<file path="config.mk">
export PLATFORM = sky130hd
export DESIGN_NAME = fft_mem_sequencer
export DESIGN_NICKNAME = d
export VERILOG_FILES = /design/src/rtl/fft_pkg.sv /design/src/rtl/fft_bf_addr_gen.sv /design/src/rtl/fft_mem_sequencer.sv
export SDC_FILE = /design/constraint.sdc
export NUM_CORES = 1
export LEC_CHECK = 0
export BUFFER_PORTS_ARGS = -buffer_cell sky130_fd_sc_hd__buf_2
export CAP_MARGIN = 20
export CORE_ASPECT_RATIO = 1.75
export CORE_UTILIZATION = 50
export CTS_BUF_LIST = sky130_fd_sc_hd__clkbuf_4 sky130_fd_sc_hd__clkbuf_8
export DETAILED_ROUTE_END_ITERATION = 10
export GPL_TIMING_DRIVEN = 0
export MAX_ROUTING_LAYER = met4
export PLACE_DENSITY = 0.73
export SLEW_MARGIN = 20
export SYNTH_ARGS = -nofsm -noshare
export SYNTH_HDL_FRONTEND = slang
export SYNTH_SLANG_ARGS = --single-unit
</file>
<file path="constraint.sdc">
create_clock -name clk -period 8.5 [get_ports clk]
set_input_delay 1.7 -clock clk [delete_from_list [all_inputs] [get_ports clk]]
set_output_delay 1.7 -clock clk [all_outputs]
set_load 0.01 [all_outputs]
</file>
<file path="src/rtl/fft_pkg.sv">
// Shared types and helpers for the FFT memory sequencer and its address generator.
package fft_pkg;

  typedef enum logic [2:0] {
    IDLE,
    LOAD,
    COMPUTE,
    DRAIN,
    UNLOAD
  } fft_state_e;

  localparam int FFT_LOG2N_DEF = 12;

  // Width of the stage index. Never narrower than one bit.
  function automatic int fft_stage_w(input int log2n);
    return (log2n < 2) ? 1 : $clog2(log2n);
  endfunction

  localparam int FFT_STAGE_W_DEF = fft_stage_w(FFT_LOG2N_DEF);

  // Reverses the low 'width' bits of v. Bits above 'width' come back as zero.
  function automatic logic [31:0] bitrev(input logic [31:0] v, input int width);
    logic [31:0] src;
    logic [31:0] r;
    src = v;
    r   = '0;
    for (int i = 0; i < 32; i++) begin
      if (i < width) begin
        r   = {r[30:0], src[0]};
        src = src >> 1;
      end
    end
    return r;
  endfunction

endpackage

</file>
<file path="src/rtl/fft_bf_addr_gen.sv">
// Combinational radix-2 in-place butterfly addressing. It maps (stage, pair index)
// to the operand addresses a and b and to the twiddle index.
module fft_bf_addr_gen
  import fft_pkg::*;
#(
  parameter int LOG2N   = FFT_LOG2N_DEF,
  parameter int STAGE_W = fft_stage_w(LOG2N)
) (
  input  logic [STAGE_W-1:0] stage_i,
  input  logic [LOG2N-2:0]   k_i,
  output logic [LOG2N-1:0]   a_o,
  output logic [LOG2N-1:0]   b_o,
  output logic [LOG2N-2:0]   tw_o
);

  logic [LOG2N-1:0] k_ext;
  logic [LOG2N-1:0] span;
  logic [LOG2N-1:0] idx;
  logic [LOG2N-1:0] a;

  always_comb begin
    k_ext = {1'b0, k_i};
    span  = LOG2N'(1) << stage_i;
    idx   = k_ext & (span - 1'b1);
    // Open a zero at bit 'stage' in k. The widened shift keeps the top stage from overflowing.
    a     = ((k_ext >> stage_i) << ({1'b0, stage_i} + 1'b1)) | idx;
    a_o   = a;
    b_o   = a + span;
    tw_o  = idx[LOG2N-2:0] << (STAGE_W'(LOG2N - 1) - stage_i);
  end

endmodule

</file>
<file path="src/rtl/fft_mem_sequencer.sv">
// FFT working-memory sequencer. It loads samples at bit-reversed addresses, walks the
// in-place radix-2 stages with a delayed write-back, and unloads results in natural order.
module fft_mem_sequencer
  import fft_pkg::*;
#(
  parameter  int LOG2N   = FFT_LOG2N_DEF,
  parameter  int DATA_W  = 16,
  parameter  int BF_LAT  = 4,
  localparam int STAGE_W = fft_stage_w(LOG2N)
) (
  input  logic               clk,
  input  logic               rst,
  input  logic               start,
  input  logic               s_valid,
  output logic               s_ready,
  input  logic [DATA_W-1:0]  s_data,
  output logic               mem_write,
  output logic [LOG2N-1:0]   mem_write_adr,
  output logic [DATA_W-1:0]  mem_data_in,
  output logic [LOG2N-1:0]   mem_read_adr,
  input  logic [DATA_W-1:0]  bf_result,
  output logic               bf_sel,
  output logic [LOG2N-2:0]   bf_twiddle,
  output logic [STAGE_W-1:0] stage,
  output logic               out_valid,
  output logic [LOG2N-1:0]   out_index,
  output logic               busy,
  output logic               done
);

  localparam logic [LOG2N-1:0]   CNT_LAST   = '1;
  localparam logic [STAGE_W-1:0] STAGE_LAST = STAGE_W'(LOG2N - 1);
  localparam logic [3:0]         DRN_LAST   = 4'(BF_LAT - 1);

  fft_state_e         state_q, state_d;
  logic [LOG2N-1:0]   cnt_q, cnt_d;
  logic [STAGE_W-1:0] stage_q, stage_d;
  logic [3:0]         drn_q, drn_d;
  logic               ul_end_q, ul_end_d;
  logic [LOG2N-1:0]   rd_adr_q, rd_adr_d;
  logic               out_vld_q, out_vld_d;
  logic [LOG2N-1:0]   out_idx_q, out_idx_d;

  logic [BF_LAT-1:0]             wb_vld_q;
  logic [BF_LAT-1:0][LOG2N-1:0]  wb_adr_q;

  logic             ld_write;
  logic             wb_write;
  logic [LOG2N-1:0] ld_adr;
  logic [LOG2N-1:0] gen_a;
  logic [LOG2N-1:0] gen_b;
  logic [LOG2N-2:0] gen_tw;

  // cnt_q doubles as the read-cycle counter in COMPUTE: pair index k in the upper bits, operand select in bit 0.
  fft_bf_addr_gen #(
    .LOG2N   (LOG2N),
    .STAGE_W (STAGE_W)
  ) u_addr_gen (
    .stage_i (stage_q),
    .k_i     (cnt_q[LOG2N-1:1]),
    .a_o     (gen_a),
    .b_o     (gen_b),
    .tw_o    (gen_tw)
  );

  assign ld_adr = LOG2N'(bitrev(32'(cnt_q), LOG2N));

  always_comb begin
    state_d    = state_q;
    cnt_d      = cnt_q;
    stage_d    = stage_q;
    drn_d      = drn_q;
    ul_end_d   = ul_end_q;
    rd_adr_d   = rd_adr_q;
    out_vld_d  = 1'b0;
    out_idx_d  = '0;
    s_ready    = 1'b0;
    ld_write   = 1'b0;
    bf_sel     = 1'b0;
    bf_twiddle = '0;
    done       = 1'b0;
    unique case (state_q)
      IDLE: begin
        if (start) begin
          state_d = LOAD;
          cnt_d   = '0;
          stage_d = '0;
        end
      end
      LOAD: begin
        s_ready = 1'b1;
        if (s_valid) begin
          ld_write = 1'b1;
          cnt_d    = cnt_q + 1'b1;
          if (cnt_q == CNT_LAST) state_d = COMPUTE;
        end
      end
      COMPUTE: begin
        rd_adr_d   = cnt_q[0] ? gen_b : gen_a;
        bf_sel     = cnt_q[0];
        bf_twiddle = gen_tw;
        cnt_d      = cnt_q + 1'b1;
        if (cnt_q == CNT_LAST) begin
          state_d = DRAIN;
          drn_d   = '0;
        end
      end
      DRAIN: begin
        // BF_LAT idle cycles let the final write of a stage land before the next stage reads.
        drn_d = drn_q + 1'b1;
        if (drn_q == DRN_LAST) begin
          drn_d = '0;
          if (stage_q == STAGE_LAST) begin
            state_d  = UNLOAD;
            ul_end_d = 1'b0;
          end else begin
            state_d = COMPUTE;
            stage_d = stage_q + 1'b1;
          end
        end
      end
      UNLOAD: begin
        if (ul_end_q) begin
          done     = 1'b1;
          state_d  = IDLE;
          ul_end_d = 1'b0;
        end else begin
          rd_adr_d  = cnt_q;
          out_vld_d = 1'b1;
          out_idx_d = cnt_q;
          cnt_d     = cnt_q + 1'b1;
          if (cnt_q == CNT_LAST) ul_end_d = 1'b1;
        end
      end
      default: state_d = IDLE;
    endcase
  end

  assign wb_write = wb_vld_q[BF_LAT-1] && (state_q == COMPUTE || state_q == DRAIN);

  always_comb begin
    mem_write     = ld_write | wb_write;
    mem_write_adr = '0;
    mem_data_in   = '0;
    if (ld_write) begin
      mem_write_adr = ld_adr;
      mem_data_in   = s_data;
    end else if (wb_write) begin
      mem_write_adr = wb_adr_q[BF_LAT-1];
      mem_data_in   = bf_result;
    end
  end

  assign mem_read_adr = rd_adr_d;
  assign stage        = stage_q;
  assign busy         = (state_q != IDLE);
  assign out_valid    = out_vld_q;
  assign out_index    = out_idx_q;

  always_ff @(posedge clk) begin
    if (rst) begin
      state_q   <= IDLE;
      cnt_q     <= '0;
      stage_q   <= '0;
      drn_q     <= '0;
      ul_end_q  <= 1'b0;
      rd_adr_q  <= '0;
      out_vld_q <= 1'b0;
      out_idx_q <= '0;
    end else begin
      state_q   <= state_d;
      cnt_q     <= cnt_d;
      stage_q   <= stage_d;
      drn_q     <= drn_d;
      ul_end_q  <= ul_end_d;
      rd_adr_q  <= rd_adr_d;
      out_vld_q <= out_vld_d;
      out_idx_q <= out_idx_d;
    end
  end

  // Write-back delay line: a valid flag per slot, plus the address riding alongside it.
  always_ff @(posedge clk) begin
    if (rst) wb_vld_q <= '0;
    else     wb_vld_q <= {wb_vld_q[BF_LAT-2:0], state_q == COMPUTE};
  end

  always_ff @(posedge clk) begin
    wb_adr_q <= {wb_adr_q[BF_LAT-2:0], rd_adr_d};
  end

endmodule

</file>
==> key figures, run 1 <==
Synthesis
  • Synth area leader: dfxtp_1
  • Share of the synthesized area in the top cell type: 0.331
  • Synthesized flop and latch total: 101
  • Post-synthesis xor/xnor area fraction: 0.0270
  • Synthesized net count: 798
  • Asr flop ratio synth: 0
  • Cells after Synth: 736
  • Synthesized area: 6110 sq um
  • Yosys cell types: 78
  • Post-synthesis adder-cell area fraction: 0.0544
  • Most used DFF post-synth: dfxtp_1
  • Warnings from Yosys: 0
  • Syn Area/Cell: 8.31 sq um
  • Simple-gate portion of the synthesized area: 0.225
  • Sequential cell area fraction in the yosys report: 0.331
  • Main combinational cell family by area after synthesis: compound AO/OA/AOI/OAI gates
  • EDFF count, synth: 0
  • Synth Area in Compound Gates: 0.236
  • Synth area leaders: dfxtp_1 33%, ha_1 5.1%, a22o_1 4.4%
  • Mux contribution to synthesized area: 0.0751

Global routing
  • Total track usage: 0.335
  • Initial antenna violation count: 0
  • Largest net degree at the start of global routing: 19
  • Vias in the first global route: 5,878
  • GR Overflow Total: 0
  • First-pass GRT wire length: 31,400 um

STA
  • Final TNS setup: 0 ns
  • Rel. slew slack: 0.272
  • Final Setup Violations: 0
  • Max Fclk: 0.124 GHz
  • Minimum clock period: 8.06 ns
  • Max Clock Skew: 0.0110 ns
  • RSZ-0062 raised after global routing: no
  • Final Hold Fails: 0
  • Max Slew Vio Count: 0
  • Fin crit share: 0.948
  • Worst Tran Pin Value: 1.08 ns

Worst setup path
  • Reg-to-reg endpoint: wb_adr_q[9]
  • Crit path launch type: register
  • Critical path capture point type: output pin
  • Max FO, Critical Path: 11
  • Cell depth of the worst flop-to-flop path: 18
  • Flop-to-flop setup slack: 2.54 ns
  • WS Path Type: register to output pin
  • CP top delay family: buffers and inverters
  • Slowest-stage cell, CP: o31ai_1
  • Critical path, cell by cell: clkbuf_1 > buf_2 > buf_2 > inv_1 > clkbuf_1 > ha_1 > clkbuf_1 > inv_1 > clkbuf_1 > nand2_1 > o211ai_1 > a31oi_1 > o21ai_0 > ha_1 > o21ai_0 > o31ai_1 > mux2i_1 > nand3_1 > buf_2
  • Crit path largest cell delay: 0.82 ns
  • CP Buf/Inv Count: 9
  • RR Startpoint: stage[1]
  • WP data arrival: 6.36 ns
  • Most frequent CP cell: clkbuf_1
  • Req. time, crit path: 6.80 ns

Floorplan
  • Core area: 11,900 sq um
  • Initial Utilization: 0.512
  • Rows: 53
  • I/O pin total: 109
  • Die Y: 148 um
  • Die area: 12,700 sq um
  • DIE WIDTH: 85.6 um

Pwr
  • Pleak: 3.06 nW
  • Peak supply drop: 0.000212 V
  • Net Sw Power: 0.000395 W
  • Clock Power Share: 0.248
  • Switching Fraction: 0.350
  • Sequential share of power: 0.466
  • Cell Int Power: 0.000734 W
  • PwrDens: 161 nW/um^2
  • Pwr Total: 0.00113 W
  • Comb pwr share: 0.285

Finish
  • Layout cells sized above 1: 0.173
  • Final cell count without fillers: 996
  • Fillers: 1,121
  • Nets: 916
  • Most common cell after layout, fill and taps aside: buf_2
  • Leading cell types in the layout, fill and taps excluded: 111 x buf_2, 101 x dfxtp_1, 72 x nand2_1
  • Core Util, Final: 0.586
  • Antenna diode count: 0
  • Area growth from synthesis to layout: 14.5%

Clock network
  • Num CTS Buffers: 9
  • CTS sink count: 101
  • CTS tree: yes
  • # Post-CTS Setup Buffers: 0
  • CTS HTree Levels: 3
  • CTS max path bufs: 2
  • Root Driver: clkbuf_8
  • Post-cts hold buffer count: 0
  • Clk slew on worst S/H paths: 0.10 ns
  • # resized after CTS: 0
  • Clk Latency, worst-skew pair: 0.37 ns

Route
  • Routed Wire Length: 20,900 um
  • DRC viols: 0
  • 1st-iter DRT viols: 486
  • Initial DRT Pass Iterations: 6
  • Routed WL per cell: 21.0 um
  • Vias per cell: 6.28
  • Vias: 6,255
  • Final ANT Viol Nets: 0

Placement
  • RePlAce Congestion: 1.00
  • Placed cell count: 980
  • Port bufs: 107
  • DP Wirelength: 16,300 um

Run
  • Max_cap viols: 0

Hold path
  • Hold Path Class: register to register
  • HP Start: wb_adr_q[19]
  • Min-Delay Endpoint: wb_adr_q[31]
  • Hold path cells: 0

Run status
  • Status: finished, final reports clean
per-stage QoR:
stage | setup WS [ns] | instance area, sq um | hold WS (ns)
global route | 0.0762 | 7000 | 0.326
global placement | 1.10 | 6820 | 0.310
CTS | 0.617 | 7000 | 0.328
detailed placement | 1.03 | 6820 | 0.312
floorplan | 2.22 | 6110 | 0.310
finish | 0.441 | 7000 | 0.325
power by group through the flow:
stage          clock network (W)  registers (W)  logic (W)
2_1_floorplan                  0       0.000531   0.000211
3_3_place_gp                   0       0.000535   0.000312
3_5_place_dp                   0       0.000537   0.000317
4_1_cts                 0.000283       0.000526   0.000317
5_1_grt                 0.000303       0.000529   0.000350
6_report                0.000280       0.000526   0.000322
metal layers:
layer / global-route usage / up-vias / part of all wire
li1: - / 2906 / -
met1: 0.399 / 3022 / 0.40
met2: 0.553 / 259 / 0.50
met3: 0.0444 / 68 / 0.056
met4: 0.163 / 0 / 0.048
met5: - / - / 0
logic make-up (layout without fill, tap and decap cells):
| family | after synthesis | in the layout |
|---|---|---|
| buffers and inverters | 81 | 204 |
| XOR/XNOR | 18 | 18 |
| AND/OR/NAND/NOR | 272 | 272 |
| adder cells (fa/ha/maj) | 26 | 26 |
| multiplexers | 36 | 36 |
| flip-flops | 101 | 101 |
| AO/OA/AOI/OAI | 202 | 202 |
sequential cells by signal, summed over array words and instances (netlist names), 3 cells and up:
register	flops
out_index	12
state_q	3
wb_vld_q	4
rd_adr_q	12
cnt_q	12
drn_q	4
stage	4
wb_adr_q	48
cell type report:
cell class / instances / area [sq um] / area share
Tap cell: 137 / 171 / 0.0245
Multi-Input combinational cell: 554 / 3780 / 0.539
Inverter: 23 / 86.3 / 0.0123
Timing Repair Buffer: 107 / 536 / 0.0765
Sequential cell: 101 / 2020 / 0.289
Buffer: 58 / 230 / 0.0329
Clock buffer: 9 / 124 / 0.0177
Clock inverter: 7 / 55.1 / 0.00786
worst max-delay path by stage:
stage,from,endpoint,slack [ns],cells after the start
final,stage[1],mem_read_adr[9],0.44,19
after global placement,stage[1],mem_read_adr[10],1.10,22
after CTS,stage[1],mem_read_adr[11],0.62,21
after detailed placement,stage[1],mem_read_adr[11],1.03,21
after global routing,stage[1],mem_read_adr[7],0.08,21
after floorplan,stage[1],mem_read_adr[11],2.22,22
cell usage after synthesis (all sizes together) (9+ instances only):
cell type and number:
inv 23, o21ai 39, and2 29, nor2b 16
dfxtp 101, nand2 72, nor3 22, a31oi 10
a21o 9, a22o 31, a21oi 33, xor2 10
ha 25, nor2 56, clkbuf 49, nand2b 12
buf 9, nor3b 10, nand3 20, mux2i 23
(Power assumes the default switching activity.)
==> run 2: changes to the inputs <==
- ABC_AREA: default -> 1
- PLACE_DENSITY: 0.73 -> 0.72
- SYNTH_HIERARCHICAL: default -> 1
==> key figures, run 2 <==
Pwr
  • Switching Fraction: 0.499 (+0.149)
  • Clock Power Share: 0.136 (-0.112)
  • PwrDens: 304 nW/um^2 (+89%)
  • Cell Int Power: 0.00109 W (+49%)
  • Comb pwr share: 0.565 (+0.280)
  • Sequential share of power: 0.298 (-0.168)
  • Pleak: 3.55 nW (+16%)
  • Peak supply drop: 0.000150 V (-29%)
  • Net Sw Power: 0.00109 W (+180%)

STA
  • Worst Tran Pin Value: 0.695 ns (-0.390 ns)
  • RSZ-0062 raised after global routing: no
  • Rel. slew slack: 0.537 (+0.265)
  • Max Clock Skew: 0.00895 ns (-0.00210 ns)
  • Final Setup Violations: 0 (unchanged)
  • Final TNS setup: 0 ns (unchanged)
  • Fin crit share: 0.905 (-0.0435)
  • Worst hold slack: 0.331 ns (+0.00615 ns)
  • Max Slew Vio Count: 0 (unchanged)
  • Max Fclk: 0.130 GHz (+4.8%)
  • Minimum clock period: 7.69 ns (-0.370 ns)
  • Final Hold Fails: 0 (unchanged)

Placement
  • Placed Area: 6980 sq um (+2.3%)
  • Placed cell count: 1,236 (+26%)
  • DP Wirelength: 15,900 um (-2.5%)
  • Port bufs: 107 (unchanged)
  • RePlAce Congestion: 1.03 (+2.1%)

Synthesis
  • Warnings from Yosys: 6 (+6)
  • Synth area leader: dfxtp_1
  • Count leader, synth: nand2_1
  • Syn Area/Cell: 6.47 sq um (-22%)
  • Asr flop ratio synth: 0 (unchanged)
  • Yosys cell types: 44 (-44%)
  • Synthesized net count: 1,021 (+28%)
  • Most used DFF post-synth: dfxtp_1
  • Commonest cells in the netlist: 256 x nand2_1, 147 x nand3_1, 101 x dfxtp_1, 101 x nor2_1, 94 x inv_1
  • Synthesized area: 6240 sq um (+2.0%)
  • Share of the synthesized area in the top cell type: 0.324 (-0.00650)
  • Synth area leaders: dfxtp_1 32%, nand2_1 15%, nand3_1 12%
  • Synthesized flop and latch total: 101 (unchanged)
  • EDFF count, synth: 0 (unchanged)
  • Sequential cell area fraction in the yosys report: 0.324 (-0.00650)
  • Cells after Synth: 964 (+31%)

Clock network
  • CTS tree: yes
  • CTS max path bufs: 2 (unchanged)
  • Clk Latency, worst-skew pair: 0.37 ns (about the same)
  • CTS sink count: 101 (unchanged)
  • Post-cts hold buffer count: 0 (unchanged)
  • Clk slew on worst S/H paths: 0.11 ns (about the same)
  • Num CTS Buffers: 9 (unchanged)
  • Root Driver: clkbuf_8
  • # Post-CTS Setup Buffers: 0 (unchanged)
  • # resized after CTS: 0 (unchanged)
  • CTS HTree Levels: 3 (unchanged)

Finish
  • Nets: 1,139 (+24%)
  • Final instance area: 7180 sq um (+2.6%)
  • Most flop-heavy register: wb_adr_q
  • Area growth from synthesis to layout: 15.1%
  • Antenna diode count: 0 (unchanged)
  • Layout cells sized above 1: 0.168 (-0.00510)
  • Max reg flops: 48 (unchanged)
  • Leading cell types in the layout, fill and taps excluded: 256 x nand2_1, 147 x nand3_1, 117 x buf_2
  • Final cell count without fillers: 1,252 (+26%)
  • Most common cell after layout, fill and taps aside: nand2_1

Worst setup path
  • CP Launch Point: stage[0]
  • WP data arrival: 5.99 ns (-0.37 ns)
  • Flop-to-flop setup slack: 2.92 ns (+0.38 ns)
  • Cell depth of the worst flop-to-flop path: 24 (+6)
  • CP endpoint: mem_read_adr[9]
  • RR Startpoint: stage[0]
  • Max FO, Critical Path: 12 (+1)
  • Crit path launch type: register
  • Reg-to-reg endpoint: wb_adr_q[9]
  • Req. time, crit path: 6.80 ns (about the same)
  • Critical path capture point type: output pin
  • WS Path Type: register to output pin

Floorplan
  • Rows: 53 (unchanged)
  • Die area: 12,900 sq um (+2.0%)
  • Core area: 12,100 sq um (+1.1%)
  • I/O pin total: 109 (unchanged)
  • Die Y: 150 um (+0.98%)
  • Initial Utilization: 0.517 (+0.00453)
  • DIE WIDTH: 86.4 um (+0.98%)

Route
  • Vias: 6,700 (+7.1%)
  • 1st-iter DRT viols: 399 (-18%)
  • Routed Wire Length: 19,300 um (-7.6%)
  • Initial DRT Pass Iterations: 5 (-1)
  • Routed WL per cell: 15.4 um (-26%)
  • Vias per cell: 5.35 (-15%)
  • DRC viols: 0 (unchanged)
  • Final ANT Viol Nets: 0 (unchanged)

Global routing
  • Initial antenna violation count: 0 (unchanged)
  • Vias in the first global route: 6,260 (+6.5%)
  • Total track usage: 0.309 (-0.0253)
  • Largest net degree at the start of global routing: 21 (+2)
  • GR Overflow Total: 0 (unchanged)
  • First-pass GRT wire length: 29,600 um (-5.9%)

Hold path
  • Hold Path Class: register to register

Run
  • Max_cap viols: 0 (unchanged)

Run status
  • Status: finished, final reports clean
## run 2: metrics by stage
step           utilization  setup slack (ns)  power, W
2_1_floorplan            -              2.67   0.00152
3_3_place_gp         0.578              1.32   0.00187
3_5_place_dp         0.578              1.32   0.00188
4_1_cts              0.595             0.886   0.00218
5_1_grt              0.595             0.495   0.00234
6_report             0.595             0.811   0.00218
## run 2: area by class of cell
class | instances | area, sq um
Buffer | 39 | 178
Fill cell | 1277 | 4890
Inverter | 99 | 374
Multi-Input combinational cell | 725 | 3660
Tap cell | 165 | 206
Sequential cell | 101 | 2020
Clock inverter | 7 | 76.3
Clock buffer | 9 | 124
Timing Repair Buffer | 107 | 536
## run 2: worst max-delay path, stage by stage (launching register included)
cell      delay, ns
dfxtp_1        0.48
inv_2          0.18
buf_4          0.19
clkbuf_1       0.46
buf_1          0.44
ha_1           0.23
inv_1          0.09
nor2_1         0.23
inv_1          0.13
ha_1           0.24
nand3_2        0.13
nor3_4         0.06
o21ai_0        0.39
o21ai_0        0.31
ha_1           0.42
nand2_1        0.11
nor2_1         0.05
a211oi_1       0.28
nand2_1        0.15
nand2_1        0.09
nand2_1        0.06
xor2_1         0.14
or2_2          0.29
o211ai_1       0.14
nand3_1        0.15
buf_2          0.17
## run 2: worst min path at each step
stage	startpoint	end	slack [ns]	depth (start not counted)
after detailed placement	wb_adr_q[6]	wb_adr_q[18]	0.31	0
after CTS	wb_adr_q[6]	wb_adr_q[18]	0.34	0
after global routing	wb_adr_q[10]	wb_adr_q[22]	0.34	0
after global placement	wb_adr_q[16]	wb_adr_q[28]	0.31	0
after floorplan	wb_adr_q[0]	wb_adr_q[12]	0.31	0
final	wb_adr_q[19]	wb_adr_q[31]	0.33	0
## run 2: logic make-up after synthesis
kind of cell | synth area share
buf+inv | 0.0885
fa+ha+maj | 0.0433
simple gates | 0.407
compound gates | 0.105
mux | 0.00963
flops | 0.324
xor+xnor | 0.0225
## run 2: per-layer routing
metal / share of wire / track usage
met5: 0 / -
met3: 0.051 / 0.0342
met2: 0.53 / 0.589
met4: 0.069 / 0.238
met1: 0.35 / 0.268
## run 2: power groups by stage
stage | combinational [W] | clock [W] | sequential, W
floorplan | 0.000879 | 0 | 0.000638
global placement | 0.00121 | 0 | 0.000661
detailed placement | 0.00122 | 0 | 0.000664
CTS | 0.00122 | 0.000300 | 0.000653
global route | 0.00136 | 0.000318 | 0.000664
finish | 0.00123 | 0.000298 | 0.000652
